===== config.mk =====
export PLATFORM = sky130hd
export DESIGN_NAME = dynamic_tmr_flat
export DESIGN_NICKNAME = d
export VERILOG_FILES = /design/src/rtl/dynamic_tmr_if.sv /design/src/rtl/dynamic_tmr.sv /design/src/flat_wrapper.sv
export SDC_FILE = /design/constraint.sdc
export NUM_CORES = 1
export LEC_CHECK = 0
export BUFFER_PORTS_ARGS = -buffer_cell sky130_fd_sc_hd__buf_4
export CAP_MARGIN = 20
export CELL_PAD_IN_SITES_DETAIL_PLACEMENT = 0
export CELL_PAD_IN_SITES_GLOBAL_PLACEMENT = 1
export CORE_MARGIN = 1.5
export CORE_UTILIZATION = 40
export DETAILED_ROUTE_END_ITERATION = 8
export PLACE_DENSITY = 0.83
export SYNTH_ARGS = -nofsm -noshare
export SYNTH_HDL_FRONTEND = slang
export SYNTH_HIERARCHICAL = 1
export SYNTH_SLANG_ARGS = --single-unit

===== constraint.sdc =====
create_clock -name clk -period 1.9 [get_ports clk]
set_input_delay 0.19 -clock clk [delete_from_list [all_inputs] [get_ports clk]]
set_output_delay 0.19 -clock clk [all_outputs]
set_load 0.02 [all_outputs]

===== src/rtl/dynamic_tmr_if.sv =====
// Command-path bundle between the command receiver, the TMR controller and
// the motor driver. The master drives commands and sensors; the slave returns
// the conditioned command, fault flags and redundancy state.
interface dynamic_tmr_if;
  logic [3:0] speed_cmd_i;
  logic [3:0] dir_cmd_i;
  logic [1:0] mode;
  logic [3:0] err_rate;
  logic       f1;
  logic       f2;
  logic       b1;
  logic       b2;
  logic [3:0] speed_cmd_o;
  logic [3:0] dir_cmd_o;
  logic [2:0] fault;
  logic       state_o;

  modport master (
    output speed_cmd_i, dir_cmd_i, mode, err_rate, f1, f2, b1, b2,
    input  speed_cmd_o, dir_cmd_o, fault, state_o
  );

  modport slave (
    input  speed_cmd_i, dir_cmd_i, mode, err_rate, f1, f2, b1, b2,
    output speed_cmd_o, dir_cmd_o, fault, state_o
  );
endinterface


===== src/rtl/dynamic_tmr.sv =====
// Dynamic TMR controller for the motor command path.
// Three identical conditioning replicas feed either a simplex selector
// (replica 0 only, replicas 1/2 held cleared) or a bitwise majority voter.
// A small FSM picks the redundancy level from link error rate and sensor risk.
// An LFSR-driven injector corrupts one replica's speed bit to model link noise.

// One conditioning replica: combinational command shaping plus its register.
// en=0 holds the register cleared (stands in for a gated-off replica).
module dynamic_tmr_replica (
  input  logic       clk,
  input  logic       rst,
  input  logic       en_i,
  input  logic [3:0] speed_i,
  input  logic [3:0] dir_i,
  input  logic [1:0] mode_i,
  input  logic [2:0] risk_i,
  input  logic       fwd_blk_i,
  input  logic       rev_blk_i,
  input  logic [3:0] flip_i,
  output logic [3:0] spd_o,
  output logic [3:0] dir_o
);
  logic [3:0] spd_d, spd_q;
  logic [3:0] dir_d, dir_q;

  // Shape speed/direction according to mode and obstacle risk.
  always_comb begin
    spd_d = 4'd0;
    dir_d = 4'd0;
    case (mode_i)
      2'd0: begin // Auto: throttle by risk, back off a blocked front
        case (risk_i)
          3'd0:    spd_d = speed_i;
          3'd1:    spd_d = speed_i >> 1;
          default: spd_d = 4'd0;
        endcase
        dir_d = (fwd_blk_i && !rev_blk_i) ? 4'b1000 : dir_i;
      end
      2'd1: begin // Hybrid: cap at 4 whenever anything is sensed
        spd_d = (risk_i == 3'd0 || speed_i < 4'd4) ? speed_i : 4'd4;
        dir_d = dir_i;
      end
      2'd2: begin // Manual: pass through
        spd_d = speed_i;
        dir_d = dir_i;
      end
      default: begin // Sleep: park
        spd_d = 4'd0;
        dir_d = 4'd0;
      end
    endcase
  end

  // Replica register; the injected flip lands on the speed input.
  always_ff @(posedge clk or posedge rst) begin
    if (rst) begin
      spd_q <= 4'd0;
      dir_q <= 4'd0;
    end else if (!en_i) begin
      spd_q <= 4'd0;
      dir_q <= 4'd0;
    end else begin
      spd_q <= spd_d ^ flip_i;
      dir_q <= dir_d;
    end
  end

  assign spd_o = spd_q;
  assign dir_o = dir_q;
endmodule

module dynamic_tmr #(
  parameter int         ERR_TH = 8,
  parameter int         HOLD   = 4,
  parameter logic [7:0] SEED   = 8'hA5
) (
  input  logic          clk,
  input  logic          rst,
  dynamic_tmr_if.slave  bus
);
  localparam int         NREP      = 3;
  localparam int         HW        = (HOLD > 1) ? $clog2(HOLD) : 1;
  localparam logic [HW-1:0] HOLD_LAST = HW'(HOLD - 1);
  localparam logic [4:0] ERR_TH_W  = 5'(ERR_TH);

  typedef enum logic {SIMPLEX = 1'b0, TMR = 1'b1} state_t;

  state_t        state_q, state_d;
  logic [HW-1:0] hold_q, hold_d;
  logic          fresh_q;           // replicas 1/2 were cleared last cycle
  logic [7:0]    lfsr_q, lfsr_d;

  logic [2:0]    risk;
  logic          fwd_blk, rev_blk, hi_err, trig, sleep;

  logic                      inj_hit;
  logic [NREP-1:0][3:0]      inj_mask;
  logic [NREP-1:0]           rep_en;
  logic [NREP-1:0][3:0]      rep_spd;
  logic [NREP-1:0][3:0]      rep_dir;

  logic [3:0] vote_spd, vote_dir;
  logic [3:0] out_spd_d, out_dir_d, out_spd_q, out_dir_q;
  logic [2:0] fault_d, fault_q;

  // Sensor and link condition decode (sensors are active low).
  assign risk    = {2'b00, ~bus.f1} + {2'b00, ~bus.f2} + {2'b00, ~bus.b1} + {2'b00, ~bus.b2};
  assign fwd_blk = ~bus.f1 & ~bus.f2;
  assign rev_blk = ~bus.b1 & ~bus.b2;
  assign hi_err  = {1'b0, bus.err_rate} >= ERR_TH_W;
  assign trig    = hi_err | (risk >= 3'd2);
  assign sleep   = (bus.mode == 2'd3);

  // Fibonacci LFSR, x^8+x^6+x^5+x^4+1, shifting left.
  assign lfsr_d  = {lfsr_q[6:0], lfsr_q[7] ^ lfsr_q[5] ^ lfsr_q[4] ^ lfsr_q[3]};
  assign inj_hit = lfsr_q[3:0] < bus.err_rate;

  // Replicas 1/2 only run in TMR; replica 0 always runs.
  assign rep_en = {state_q == TMR, state_q == TMR, 1'b1};

  for (genvar r = 0; r < NREP; r++) begin : g_rep
    // lfsr[7:6]==3 selects no replica, so injection never reaches a fourth.
    assign inj_mask[r] = (inj_hit && lfsr_q[7:6] == 2'(r)) ? (4'b0001 << lfsr_q[5:4]) : 4'd0;

    dynamic_tmr_replica u_rep (
      .clk       (clk),
      .rst       (rst),
      .en_i      (rep_en[r]),
      .speed_i   (bus.speed_cmd_i),
      .dir_i     (bus.dir_cmd_i),
      .mode_i    (bus.mode),
      .risk_i    (risk),
      .fwd_blk_i (fwd_blk),
      .rev_blk_i (rev_blk),
      .flip_i    (inj_mask[r]),
      .spd_o     (rep_spd[r]),
      .dir_o     (rep_dir[r])
    );
  end

  // State, hold counter, entry mask and LFSR registers.
  always_ff @(posedge clk or posedge rst) begin
    if (rst) begin
      state_q <= SIMPLEX;
      hold_q  <= '0;
      fresh_q <= 1'b1;
      lfsr_q  <= SEED;
    end else begin
      state_q <= state_d;
      hold_q  <= hold_d;
      fresh_q <= (state_q == SIMPLEX);
      lfsr_q  <= lfsr_d;
    end
  end

  // Redundancy FSM: escalate on risk/error, relax after HOLD quiet cycles,
  // drop straight to simplex when the drive is put to sleep.
  always_comb begin
    state_d = state_q;
    hold_d  = '0;
    case (state_q)
      SIMPLEX: begin
        if (trig && !sleep) state_d = TMR;
      end
      TMR: begin
        if (sleep) begin
          state_d = SIMPLEX;
        end else if (!trig) begin
          if (hold_q == HOLD_LAST) state_d = SIMPLEX;
          else                     hold_d  = hold_q + 1'b1;
        end
      end
      default: state_d = SIMPLEX;
    endcase
  end

  // Bitwise 2-of-3 majority.
  assign vote_spd = (rep_spd[0] & rep_spd[1]) | (rep_spd[0] & rep_spd[2]) | (rep_spd[1] & rep_spd[2]);
  assign vote_dir = (rep_dir[0] & rep_dir[1]) | (rep_dir[0] & rep_dir[2]) | (rep_dir[1] & rep_dir[2]);

  // Output select: vote in settled TMR. On the first TMR cycle replicas 1/2
  // still hold their cleared value, so replica 0 is passed and faults masked.
  always_comb begin
    out_spd_d = rep_spd[0];
    out_dir_d = rep_dir[0];
    fault_d   = 3'd0;
    if (state_q == TMR && !fresh_q) begin
      out_spd_d = vote_spd;
      out_dir_d = vote_dir;
      for (int i = 0; i < NREP; i++)
        fault_d[i] = {rep_spd[i], rep_dir[i]} != {vote_spd, vote_dir};
    end
  end

  // Output register stage; fault stays aligned with the data it flags.
  always_ff @(posedge clk or posedge rst) begin
    if (rst) begin
      out_spd_q <= 4'd0;
      out_dir_q <= 4'd0;
      fault_q   <= 3'd0;
    end else begin
      out_spd_q <= out_spd_d;
      out_dir_q <= out_dir_d;
      fault_q   <= fault_d;
    end
  end

  assign bus.speed_cmd_o = out_spd_q;
  assign bus.dir_cmd_o   = out_dir_q;
  assign bus.fault       = fault_q;
  assign bus.state_o     = (state_q == TMR);

  // Only one replica is ever corrupted per cycle, so at most one flag fires.
  a_fault_onehot: assert property (@(posedge clk) disable iff (rst) $onehot0(fault_q));
endmodule


===== src/flat_wrapper.sv =====
// flat-port wrapper written by rule: the top's interface ports become plain ports
module dynamic_tmr_flat 
#(
  parameter int         ERR_TH = 8,
  parameter int         HOLD   = 4,
  parameter logic [7:0] SEED   = 8'hA5
)
  (clk, rst, bus_speed_cmd_i, bus_dir_cmd_i, bus_mode, bus_err_rate, bus_f1, bus_f2, bus_b1, bus_b2, bus_speed_cmd_o, bus_dir_cmd_o, bus_fault, bus_state_o);
  dynamic_tmr_if bus_i ();
  input  logic clk;
  input  logic rst;
  input wire logic [$bits(bus_i.speed_cmd_i)-1:0] bus_speed_cmd_i;
  input wire logic [$bits(bus_i.dir_cmd_i)-1:0] bus_dir_cmd_i;
  input wire logic [$bits(bus_i.mode)-1:0] bus_mode;
  input wire logic [$bits(bus_i.err_rate)-1:0] bus_err_rate;
  input wire logic [$bits(bus_i.f1)-1:0] bus_f1;
  input wire logic [$bits(bus_i.f2)-1:0] bus_f2;
  input wire logic [$bits(bus_i.b1)-1:0] bus_b1;
  input wire logic [$bits(bus_i.b2)-1:0] bus_b2;
  output wire logic [$bits(bus_i.speed_cmd_o)-1:0] bus_speed_cmd_o;
  output wire logic [$bits(bus_i.dir_cmd_o)-1:0] bus_dir_cmd_o;
  output wire logic [$bits(bus_i.fault)-1:0] bus_fault;
  output wire logic [$bits(bus_i.state_o)-1:0] bus_state_o;
  assign bus_i.speed_cmd_i = bus_speed_cmd_i;
  assign bus_i.dir_cmd_i = bus_dir_cmd_i;
  assign bus_i.mode = bus_mode;
  assign bus_i.err_rate = bus_err_rate;
  assign bus_i.f1 = bus_f1;
  assign bus_i.f2 = bus_f2;
  assign bus_i.b1 = bus_b1;
  assign bus_i.b2 = bus_b2;
  assign bus_speed_cmd_o = bus_i.speed_cmd_o;
  assign bus_dir_cmd_o = bus_i.dir_cmd_o;
  assign bus_fault = bus_i.fault;
  assign bus_state_o = bus_i.state_o;
  dynamic_tmr #(.ERR_TH(ERR_TH), .HOLD(HOLD), .SEED(SEED)) u_core (.clk(clk), .rst(rst), .bus(bus_i));
endmodule

==> run_results.csv, run 1 <==
group,metric,value,unit
global_routing,grt_overflow,0,
setup_path,path_class,"in2reg",
global_routing,grt_pass1_vias,2681,
routing,ant_nets,0,
setup_path,cp.arrival,2.12,ns
run,cap_violations,0,
global_routing,grt_pass1_wl,12400,µm
cts,cts_sinks,47,
floorplanning,start_util,0.416,
setup_path,critical-path-top-delay-family,"adder cells",
layout,antenna_cells,0,
synthesis,synth_warnings,6,
timing,fin_crit_sh,1.02,
setup_path,crit_path_end_kind,"flip-flop",
synthesis,synth-main-ff-cell,"dfrtp_1",
layout,stdcell_area,0.00399,mm²
global_routing,grt_usage,0.181,
outcome,status,"complete, but fails checks",
routing,num_vias,2832,
timing,finalMaxSlewViolations,0,
placement,dp_slack,-0.363,ns
timing,fin_ws,-0.0354,ns
layout,finalNetCount,458,
timing,hold_violations,0,
cts,cts_tree,"done",
cts,h-tree-depth,2,
timing,rsz0062_at_grt,"yes",
timing,timing.hold.ws,0.123,ns
synthesis,synth_area,0.00325,mm²
timing,fin_crit,1.94,ns
outcome,violations,"negative setup slack",
placement,postPlaceCellArea,0.00371,mm²
routing,dr_wl_met2,3810,µm
timing,fin_skew,0.0109,ns
setup_path,start_kind,"input port",
floorplanning,core-area,0.00781,mm²
cts,cts_root_buf,"clkbuf_8",
placement,gp_congestion,0.803,
synthesis,synth_seq_cells,47,
routing,drc,0,
setup_path,path_cells,"buf_8, fa_1, inv_2, ha_4, inv_2, ha_4, nor3_4, buf_6, o311ai_4, nand4_1, o311ai_2",
power,leakagePower,1.75,nW
cts,cts_buffers,5,
placement,portBuffers,31,
placement,dpl.hpwl,5870,µm
synthesis,synth_edf_count,0,
routing,routed_via_density,5.45,
cts,clock_latency,0.30,ns
power,p_per_area,622,mW/mm²
global_routing,antenna_found_initial,0,
synthesis,syn_inst,368,
cts,cts_max_path_buffers,2,
timing,worst_pin_slew,0.473,ns
cts,clk_pin_slew,0.08,ns
timing,max_slew_margin,0.677,
routing,wl_met1,3400,µm
global_routing,grt_start_max_net_pins,24,
routing,dr.pass1.iters,4,
power,peakVddDrop,0.000313,V
synthesis,seq_area_frac_synth,0.364,
floorplanning,io_pins,32,
setup_path,path_buf_inv,4,
floorplanning,num_rows,32,
floorplanning,die_x,93.1,µm
timing,max_freq,0.517,GHz
layout,drive_gt1_frac,0.227,
setup_path,slowest_stage,"fa_1",
routing,wire_per_inst,14.5,µm
synthesis,ys_types,49,
synthesis,synth_fp_nets,409,
routing,first_iter_violations,145,
floorplanning,die_area,0.00867,mm²
routing,wl_met3,181,µm
layout,areaGrowthSynthToFinish,22.9,%
timing,setup_viol_count_final,5,
setup_path,worstPathRequired,2.09,ns
worst_hold_path,hold_class,"in2reg",
routing,wirelength,7550,µm
setup_path,path_max_fanout,6,
synthesis,synth_area_per_cell,8.82,µm²
synthesis,async_flop_share,1.00,
setup_path,cpPeakStageDelay,0.48,ns
routing,dr.max_layer_used,"met4",
floorplanning,die_y,93.1,µm
[placed cells by master, fill, tap and decap left out, types with 6 or more instances in the layout]
cell | Yosys | final
dfrtp_1 | 42 | 42
buf_4 | 0 | 41
nand2_1 | 38 | 37
inv_1 | 30 | 28
nor2_1 | 27 | 26
nand2b_1 | 24 | 24
o21ai_0 | 23 | 22
a21oi_1 | 23 | 18
ha_1 | 20 | 17
nor3_1 | 9 | 9
mux2_1 | 9 | 9
and2_1 | 9 | 9
mux2i_1 | 8 | 8
nand4_1 | 7 | 7
nand3_1 | 7 | 7
o31a_1 | 6 | 6
[cells by family (layout without fill, tap and decap cells)]
logic type / after synthesis / count (layout) / synth area share
simple gates: 154 / 154 / 0.261
compound gates: 91 / 91 / 0.186
flops: 47 / 47 / 0.364
buf+inv: 34 / 84 / 0.0405
fa+ha+maj: 21 / 21 / 0.0832
mux: 17 / 17 / 0.0559
xor+xnor: 3 / 3 / 0.00809
other cells: 1 / 1 / 0.00115
[metrics by stage]
stage / setup TNS [ns] / power [mW] / utilization / instances
after CTS: -0.0619 / 2.44 / 0.490 / 518
after global routing: -0.642 / 2.64 / 0.511 / 520
final: -0.0718 / 2.48 / 0.511 / 520
after detailed placement: -3.77 / 1.83 / 0.475 / 509
after floorplan: -0.133 / 1.59 / - / 368
after global placement: -3.26 / 1.81 / 0.475 / 509
[what timing repair did]
| action | 4_1_cts | 5_1_grt |
|---|---|---|
| hold endpoints to repair | 42 | 0 |
| setup endpoints to repair | 5 | 12 |
| setup buffers | 0 | 2 |
| pin swaps | 0 | 12 |
| resized for setup | 5 | 28 |
| hold buffers | 1 | 0 |
[routing by layer]
layer	track usage	vias to the layer above
met1	0.228	1363
met4	0.0644	0
met2	0.319	56
met3	0.0203	14
li1	-	1399
met5	0	-
[report_power, final]
group | internal, mW | leakage [nW] | switching [mW] | total [mW]
combinational | 0.354 | 1.09 | 0.407 | 0.761
clock | 0.257 | 0.0412 | 0.320 | 0.577
sequential | 1.07 | 0.612 | 0.0745 | 1.14
total | 1.68 | 1.75 | 0.801 | 2.48
[final timing paths]
path	from	to	slack, ns	depth (start not counted)
setup / recovery	bus_b2	u_core/g_rep[1].u_rep/spd_o[1]$_DFF_PP0_	-0.04	11
hold / removal	bus_dir_cmd_i[1]	u_core/g_rep[0].u_rep/dir_o[1]$_DFF_PP0_	0.12	2
setup reg to reg	u_core/lfsr_q[1]$_DFF_PP0_	u_core/g_rep[2].u_rep/spd_o[0]$_DFF_PP0_	0.08	7
hold reg to reg	u_core/lfsr_q[1]$_DFF_PP0_	u_core/lfsr_q[2]$_DFF_PP1_	0.39	0
max in group asynchronous	rst	u_core/lfsr_q[2]$_DFF_PP1_	1.07	4
min in group asynchronous	rst	u_core/g_rep[0].u_rep/spd_o[3]$_DFF_PP0_	0.44	3
[synth_stat cells, types with 4 or more instances]
library cell	n	area (µm²)
nor2b_1	7	43.8
o311ai_1	12	105
inv_1	30	113
nor3b_2	6	75.1
o22ai_1	4	25.0
o31a_1	6	52.6
nor2_1	27	101
nor3_1	9	45.0
mux2i_1	8	80.1
nand2_1	38	143
dfrtp_1	42	1050
nand2b_1	24	150
nand4_1	7	43.8
o21ai_0	23	115
nand3_1	7	35.0
and3_1	4	25.0
ha_1	20	250
a21oi_1	23	115
and2_1	9	56.3
a211oi_1	4	30.0
mux2_1	9	101
dfstp_2	5	131
[state kept, by name, indices dropped and copies added, names as in the netlist]
signal and cells:
u_core/g_rep.u_rep/dir_o 12, u_core/g_rep.u_rep/spd_o 12, u_core/lfsr_q 8, u_core/bus.dir_cmd_o 4
u_core/bus.speed_cmd_o 4, u_core/bus.fault 3, u_core/hold_q 2, u_core/bus.state_o 1
u_core/fresh_q 1
[final cells by class]
class                      instances  area [µm²]
clock buffer                       6        72.6
clock inverter                     2        12.5
fill                             719        3820
inverter                          30         113
multi-input combinational        287        2120
sequential                        47        1180
tap                              102         128
timing repair buffer              46         367
No activity file was read; power rests on OpenSTA's default activity.
==> inputs of run 2 (changes only) <==
--- a/config.mk
+++ b/config.mk
@@ -5,14 +5,15 @@
 export SDC_FILE = /design/constraint.sdc
 export NUM_CORES = 1
 export LEC_CHECK = 0
-export BUFFER_PORTS_ARGS = -buffer_cell sky130_fd_sc_hd__buf_4
 export CAP_MARGIN = 20
 export CELL_PAD_IN_SITES_DETAIL_PLACEMENT = 0
 export CELL_PAD_IN_SITES_GLOBAL_PLACEMENT = 1
 export CORE_MARGIN = 1.5
 export CORE_UTILIZATION = 40
 export DETAILED_ROUTE_END_ITERATION = 8
-export PLACE_DENSITY = 0.83
+export DONT_BUFFER_PORTS = 1
+export PLACE_DENSITY = 0.78
+export SKIP_LAST_GASP = 1
 export SYNTH_ARGS = -nofsm -noshare
 export SYNTH_HDL_FRONTEND = slang
 export SYNTH_HIERARCHICAL = 1
==> run 2 against run 1 <==
Net effect:
- the flow now finishes without violations
- final area shrank 8.2%
- critical endpoint is now u_core/g_rep[2].u_rep/spd_o[1]$_DFF_PP0_
- largest cell class unchanged
- largest power group unchanged
- via count shrank 5.8%
- combinational power shrank 26%
- sequential power grew 4%
- global-route usage shrank 0.32 points
- register-to-register slack gained 0.04 ns
- total power shrank 0.53%
- first-iteration DRC count is the same
- clock-buffer cell count is the same
- clock power grew 26%
- routed wire length shrank 1.9%
==> run_results.csv, run 2 (synthesis gave the netlist of run 1 again) <==
group,metric,value,unit
setup_path,cp.arrival,2.06,ns
cts,h-tree-depth,2,
worst_hold_path,hold_depth,1,
cts,cts_sinks,47,
routing,drc,0,
timing,max_slew_margin,0.675,
layout,areaGrowthSynthToFinish,12.8,%
cts,cts_root_buf,"clkbuf_8",
outcome,status,"complete, no violations",
cts,postCtsSetupBuffers,0,
cts,cts_max_path_buffers,2,
global_routing,grt_pass1_wl,12200,µm
global_routing,grt_overflow,0,
timing,worst_pin_slew,0.476,ns
timing,fin_crit,1.88,ns
global_routing,grt_usage,0.178,
layout,multi_input_area,0.00200,mm²
setup_path,path_class,"in2reg",
timing,fin_skew,0.00709,ns
layout,drive_gt1_frac,0.132,
routing,ant_nets,0,
floorplanning,core-area,0.00781,mm²
layout,layout.cells.non_filler,489,
power,leakagePower,1.58,nW
power,p_per_area,674,mW/mm²
floorplanning,die_x,93.1,µm
routing,wire_per_inst,15.2,µm
cts,cts_tree,"done",
power,p_switching,0.739,mW
global_routing,antenna_found_initial,0,
routing,routed_via_density,5.45,
global_routing,grt_pass1_vias,2529,
power,peakVddDrop,0.000262,V
routing,num_vias,2667,
setup_path,rr_worst_depth,7,
layout,final_cell_mix,"dfrtp_1, nand2_1, inv_1",
setup_path,crit_path_end_kind,"flip-flop",
routing,dr.pass1.iters,4,
power,p_sw_frac,0.299,
placement,portBuffers,0,
timing,timing.hold.ws,0.0162,ns
power,p_int,1.73,mW
setup_path,path_max_fanout,6,
layout,fillers,768,
placement,dpl.hpwl,5840,µm
timing,tns,0,ns
worst_hold_path,min_from,"bus_dir_cmd_i[2]",
timing,setup_viol_count_final,0,
setup_path,r2r_end,"u_core/g_rep[2].u_rep/spd_o[0]$_DFF_PP0_",
power,pwr-share-clk,0.294,
routing,wirelength,7410,µm
setup_path,worstPathRequired,2.08,ns
run,cap_violations,0,
setup_path,start_kind,"input port",
placement,gp_congestion,0.800,
timing,rsz0062_at_grt,"yes",
floorplanning,io_pins,32,
setup_path,rrSetupSlack,0.12,ns
layout,finalNetCount,427,
worst_hold_path,worstHoldEndpoint,"u_core/g_rep[0].u_rep/dir_o[2]$_DFF_PP0_",
layout,final_common_cell,"dfrtp_1",
global_routing,grt_start_max_net_pins,24,
routing,first_iter_violations,145,
worst_hold_path,hold_class,"in2reg",
power,seqPwrFrac,0.478,
floorplanning,die_y,93.1,µm
timing,fin_crit_sh,0.988,
floorplanning,start_util,0.416,
placement,dpl.cell_count,478,
timing,finalMaxSlewViolations,0,
cts,clk_pin_slew,0.09,ns
layout,seqCellArea,0.00118,mm²
cts,cts_buffers,5,
setup_path,timing.rr.start,"u_core/lfsr_q[3]$_DFF_PP0_",
power,p_total,2.47,mW
layout,antenna_cells,0,
floorplanning,num_rows,32,
power,comb_power_share,0.228,
cts,clock_latency,0.30,ns
timing,max_freq,0.533,GHz
floorplanning,die_area,0.00867,mm²
timing,hold_violations,0,
-- run 2: layout make-up --
class	instances	area share
well taps	102	0.0349
multi-input cells	287	0.545
inverters	30	0.0308
clock inverters	2	0.0103
clock buffers	6	0.0198
repair buffers	15	0.0362
flip-flops and latches	47	0.323
-- run 2: worst max-delay path by stage --
stage,startpoint,to,slack [ns],depth (start not counted)
final,bus_f1,u_core/g_rep[2].u_rep/spd_o[1]$_DFF_PP0_,0.02,9
after global placement,bus_f1,u_core/g_rep[0].u_rep/spd_o[3]$_DFF_PP0_,-0.20,8
after global routing,bus_f1,u_core/g_rep[2].u_rep/spd_o[3]$_DFF_PP0_,-0.01,9
after detailed placement,bus_f1,u_core/g_rep[2].u_rep/spd_o[0]$_DFF_PP0_,-0.25,10
after CTS,u_core/lfsr_q[1]$_DFF_PP0_,u_core/g_rep[2].u_rep/spd_o[0]$_DFF_PP0_,0.07,7
after floorplan,bus_f1,u_core/g_rep[0].u_rep/spd_o[1]$_DFF_PP0_,-0.02,9
-- run 2: worst max-delay path: stages --
cell      delay, ns
fa_1           0.45
inv_1          0.10
ha_4           0.14
inv_2          0.04
ha_4           0.31
nor3_2         0.08
o311ai_1       0.47
nand4_1        0.16
o311ai_1       0.11
-- run 2: through the flow --
stage | area (µm²) | setup slack [ns] | util
after global placement | 3490 | -0.196 | 0.446
final | 3660 | 0.0230 | 0.469
after CTS | 3610 | 0.0713 | 0.462
after detailed placement | 3490 | -0.248 | 0.446
after floorplan | 3270 | -0.0226 | -
after global routing | 3660 | -0.0117 | 0.469
-- run 2: repair_timing --
item,4_1_cts,5_1_grt
endpoints found under the setup margin,2,5
resized for setup,1,8
pin swaps,0,1
hold buffers,1,2
hold endpoints to repair,42,4
-- run 2: power by group through the flow --
stage               combinational [mW]  sequential (mW)  clock [mW]
finish                           0.563             1.18       0.726
global route                     0.624             1.19       0.806
CTS                              0.554             1.18       0.752
detailed placement               0.549             1.20           0
global placement                 0.542             1.19           0
floorplan                        0.412             1.18           0
-- run 2: metal layers --
layer,up-vias,wire length (µm),GRT usage,share of wire
li1,1335,-,-,-
met1,1265,3480,0.237,0.47
met3,6,268,0.0163,0.036
met5,-,0,0,0
met2,61,3560,0.303,0.48
met4,0,99,0.0568,0.013
==> inputs of run 3 (changes only) <==
--- a/config.mk
+++ b/config.mk
@@ -5,7 +5,7 @@
 export SDC_FILE = /design/constraint.sdc
 export NUM_CORES = 1
 export LEC_CHECK = 0
-export CAP_MARGIN = 20
+export CAP_MARGIN = 10
 export CELL_PAD_IN_SITES_DETAIL_PLACEMENT = 0
 export CELL_PAD_IN_SITES_GLOBAL_PLACEMENT = 1
 export CORE_MARGIN = 1.5
@@ -13,6 +13,7 @@
 export DETAILED_ROUTE_END_ITERATION = 8
 export DONT_BUFFER_PORTS = 1
 export PLACE_DENSITY = 0.78
+export SETUP_SLACK_MARGIN = 0.05
 export SKIP_LAST_GASP = 1
 export SYNTH_ARGS = -nofsm -noshare
 export SYNTH_HDL_FRONTEND = slang
==> run 3 against run 2 <==
Net effect:
- maximum frequency is 4.7% higher
- highest routed layer unchanged
- critical path depth is 1 lower
- register-to-register slack hardly changed
- largest cell class unchanged
- worst hold slack better by 0.011 ns
- utilization is 0.66 points lower
==> run_results.csv, run 3 (synthesis gave the netlist of run 1 again) <==
group,metric,value,unit
cts,cts_buffers,5,
placement,portBuffers,0,
global_routing,grt_overflow,0,
cts,cts_sinks,47,
timing,finalMaxSlewViolations,0,
power,leakagePower,1.55,nW
global_routing,antenna_found_initial,0,
setup_path,crit_path_end_kind,"flip-flop",
floorplanning,core-area,0.00781,mm²
timing,rsz0062_at_grt,"yes",
layout,final_cell_mix,"dfrtp_1, nand2_1, inv_1",
placement,dpl.hpwl,5790,µm
layout,stdcell_area,0.00361,mm²
placement,dpl.cell_count,473,
placement,gp_congestion,0.791,
layout,fin_util,0.462,
global_routing,grt_pass1_wl,12800,µm
global_routing,grt_start_max_net_pins,24,
cts,clock_latency,0.29,ns
setup_path,path_max_fanout,3,
worst_hold_path,hold_class,"in2reg",
setup_path,worstPathRequired,2.07,ns
routing,num_vias,2597,
cts,cts_max_path_buffers,2,
timing,fin_crit,1.79,ns
setup_path,path_class,"reg2reg",
power,peakVddDrop,0.000299,V
routing,dr.pass1.iters,4,
setup_path,path_cells,"ha_1, a21oi_2, nor2b_1, o21ai_0, buf_4, nor2_1, nand2b_1, mux2i_1",
timing,max_freq,0.558,GHz
setup_path,cp.arrival,1.97,ns
layout,drive_gt1_frac,0.134,
floorplanning,die_x,93.1,µm
routing,wirelength,7330,µm
global_routing,grt_usage,0.185,
routing,drc,0,
outcome,status,"complete, no violations",
routing,routed_via_density,5.39,
setup_path,startpoint,"u_core/lfsr_q[3]$_DFF_PP0_",
cts,clk_pin_slew,0.09,ns
power,p_total,2.38,mW
layout,finalNetCount,420,
timing,fin_crit_sh,0.944,
run,cap_violations,0,
timing,fin_skew,0.00974,ns
floorplanning,start_util,0.416,
floorplanning,die_y,93.1,µm
timing,tns,0,ns
timing,setup_viol_count_final,0,
setup_path,slowest_stage,"dfrtp_1",
floorplanning,num_rows,32,
setup_path,cpPeakStageDelay,0.39,ns
layout,layout.cells.non_filler,482,
floorplanning,die_area,0.00867,mm²
worst_hold_path,min_from,"bus_dir_cmd_i[1]",
layout,fillers,747,
layout,antenna_cells,0,
cts,h-tree-depth,2,
routing,ant_nets,0,
layout,final_common_cell,"dfrtp_1",
setup_path,start_kind,"flip-flop",
cts,cts_tree,"done",
routing,wire_per_inst,15.2,µm
timing,hold_violations,0,
cts,cts_root_buf,"clkbuf_8",
placement,postPlaceCellArea,0.00347,mm²
setup_path,timing.rr.start,"u_core/lfsr_q[3]$_DFF_PP0_",
global_routing,grt_pass1_vias,2698,
layout,areaGrowthSynthToFinish,11.2,%
power,p_per_area,661,mW/mm²
routing,first_iter_violations,105,
floorplanning,io_pins,32,
## run 3: changes by cell type in the layout (fill, tap and decap cells not counted), moves of 2 or more
cell,before,now
nor3_4,0,3
a21oi_2,2,4
clkbuf_8,5,7
a21oi_1,21,19
nor3_2,3,0
buf_4,11,7
dlygate4sd3_1,3,1
## run 3: final timing paths
path	end	slack (ns)	cells past startpoint
max	u_core/g_rep[0].u_rep/spd_o[2]$_DFF_PP0_	0.11	8
min	u_core/g_rep[2].u_rep/dir_o[1]$_DFF_PP0_	0.03	1
max reg2reg	u_core/g_rep[0].u_rep/spd_o[2]$_DFF_PP0_	0.11	8
min reg2reg	u_core/lfsr_q[2]$_DFF_PP1_	0.39	0
max in group asynchronous	u_core/lfsr_q[2]$_DFF_PP1_	1.17	3
min in group asynchronous	u_core/g_rep[0].u_rep/spd_o[3]$_DFF_PP0_	0.33	2
## run 3: per-layer routing
metal  vias up  global-route usage  part of all wire
met4         0              0.0518             0.012
met2        54               0.316              0.48
met3         8              0.0293             0.037
met1      1215               0.241              0.47
li1       1320                   -                 -
met5         -                   0                 0
## run 3: area by class of cell
type / count / area, µm² / area share
inverter: 30 / 113 / 0.0312
timing repair buffer: 8 / 62.6 / 0.0173
clock buffer: 7 / 96.3 / 0.0267
sequential: 47 / 1180 / 0.328
tap: 102 / 128 / 0.0354
clock inverter: 1 / 7.51 / 0.00208
multi-input combinational: 287 / 2020 / 0.560
## run 3: worst max-delay path, delay by kind of cell (launching register included)
family | cells | cell delay, ns
flops | 1 | 0.39
simple gates | 3 | 0.42
buf+inv | 1 | 0.17
fa+ha+maj | 1 | 0.32
mux | 1 | 0.06
compound gates | 2 | 0.30
## run 3: per-stage QoR
stage               hold slack [ns]  worst slack [ns]
finish                       0.0269             0.107
global route                 0.0103           -0.0133
CTS                          0.0192            0.0685
detailed placement           0.0376            -0.218
global placement             0.0372            -0.176
floorplan                   0.00566          -0.00187
## run 3: report_power, final
group	internal, mW	total (mW)	switching [mW]
combinational	0.247	0.546	0.298
sequential	1.07	1.18	0.111
clock	0.331	0.659	0.327
## run 3: timing repair
action / 4_1_cts / 5_1_grt
endpoints found under the hold margin: 42 / 0
hold buffers: 1 / 0
setup endpoints to repair: 4 / 8
cloned: 0 / 0
setup buffers: 0 / 0
gates resized for setup: 1 / 8
pin swaps: 0 / 1
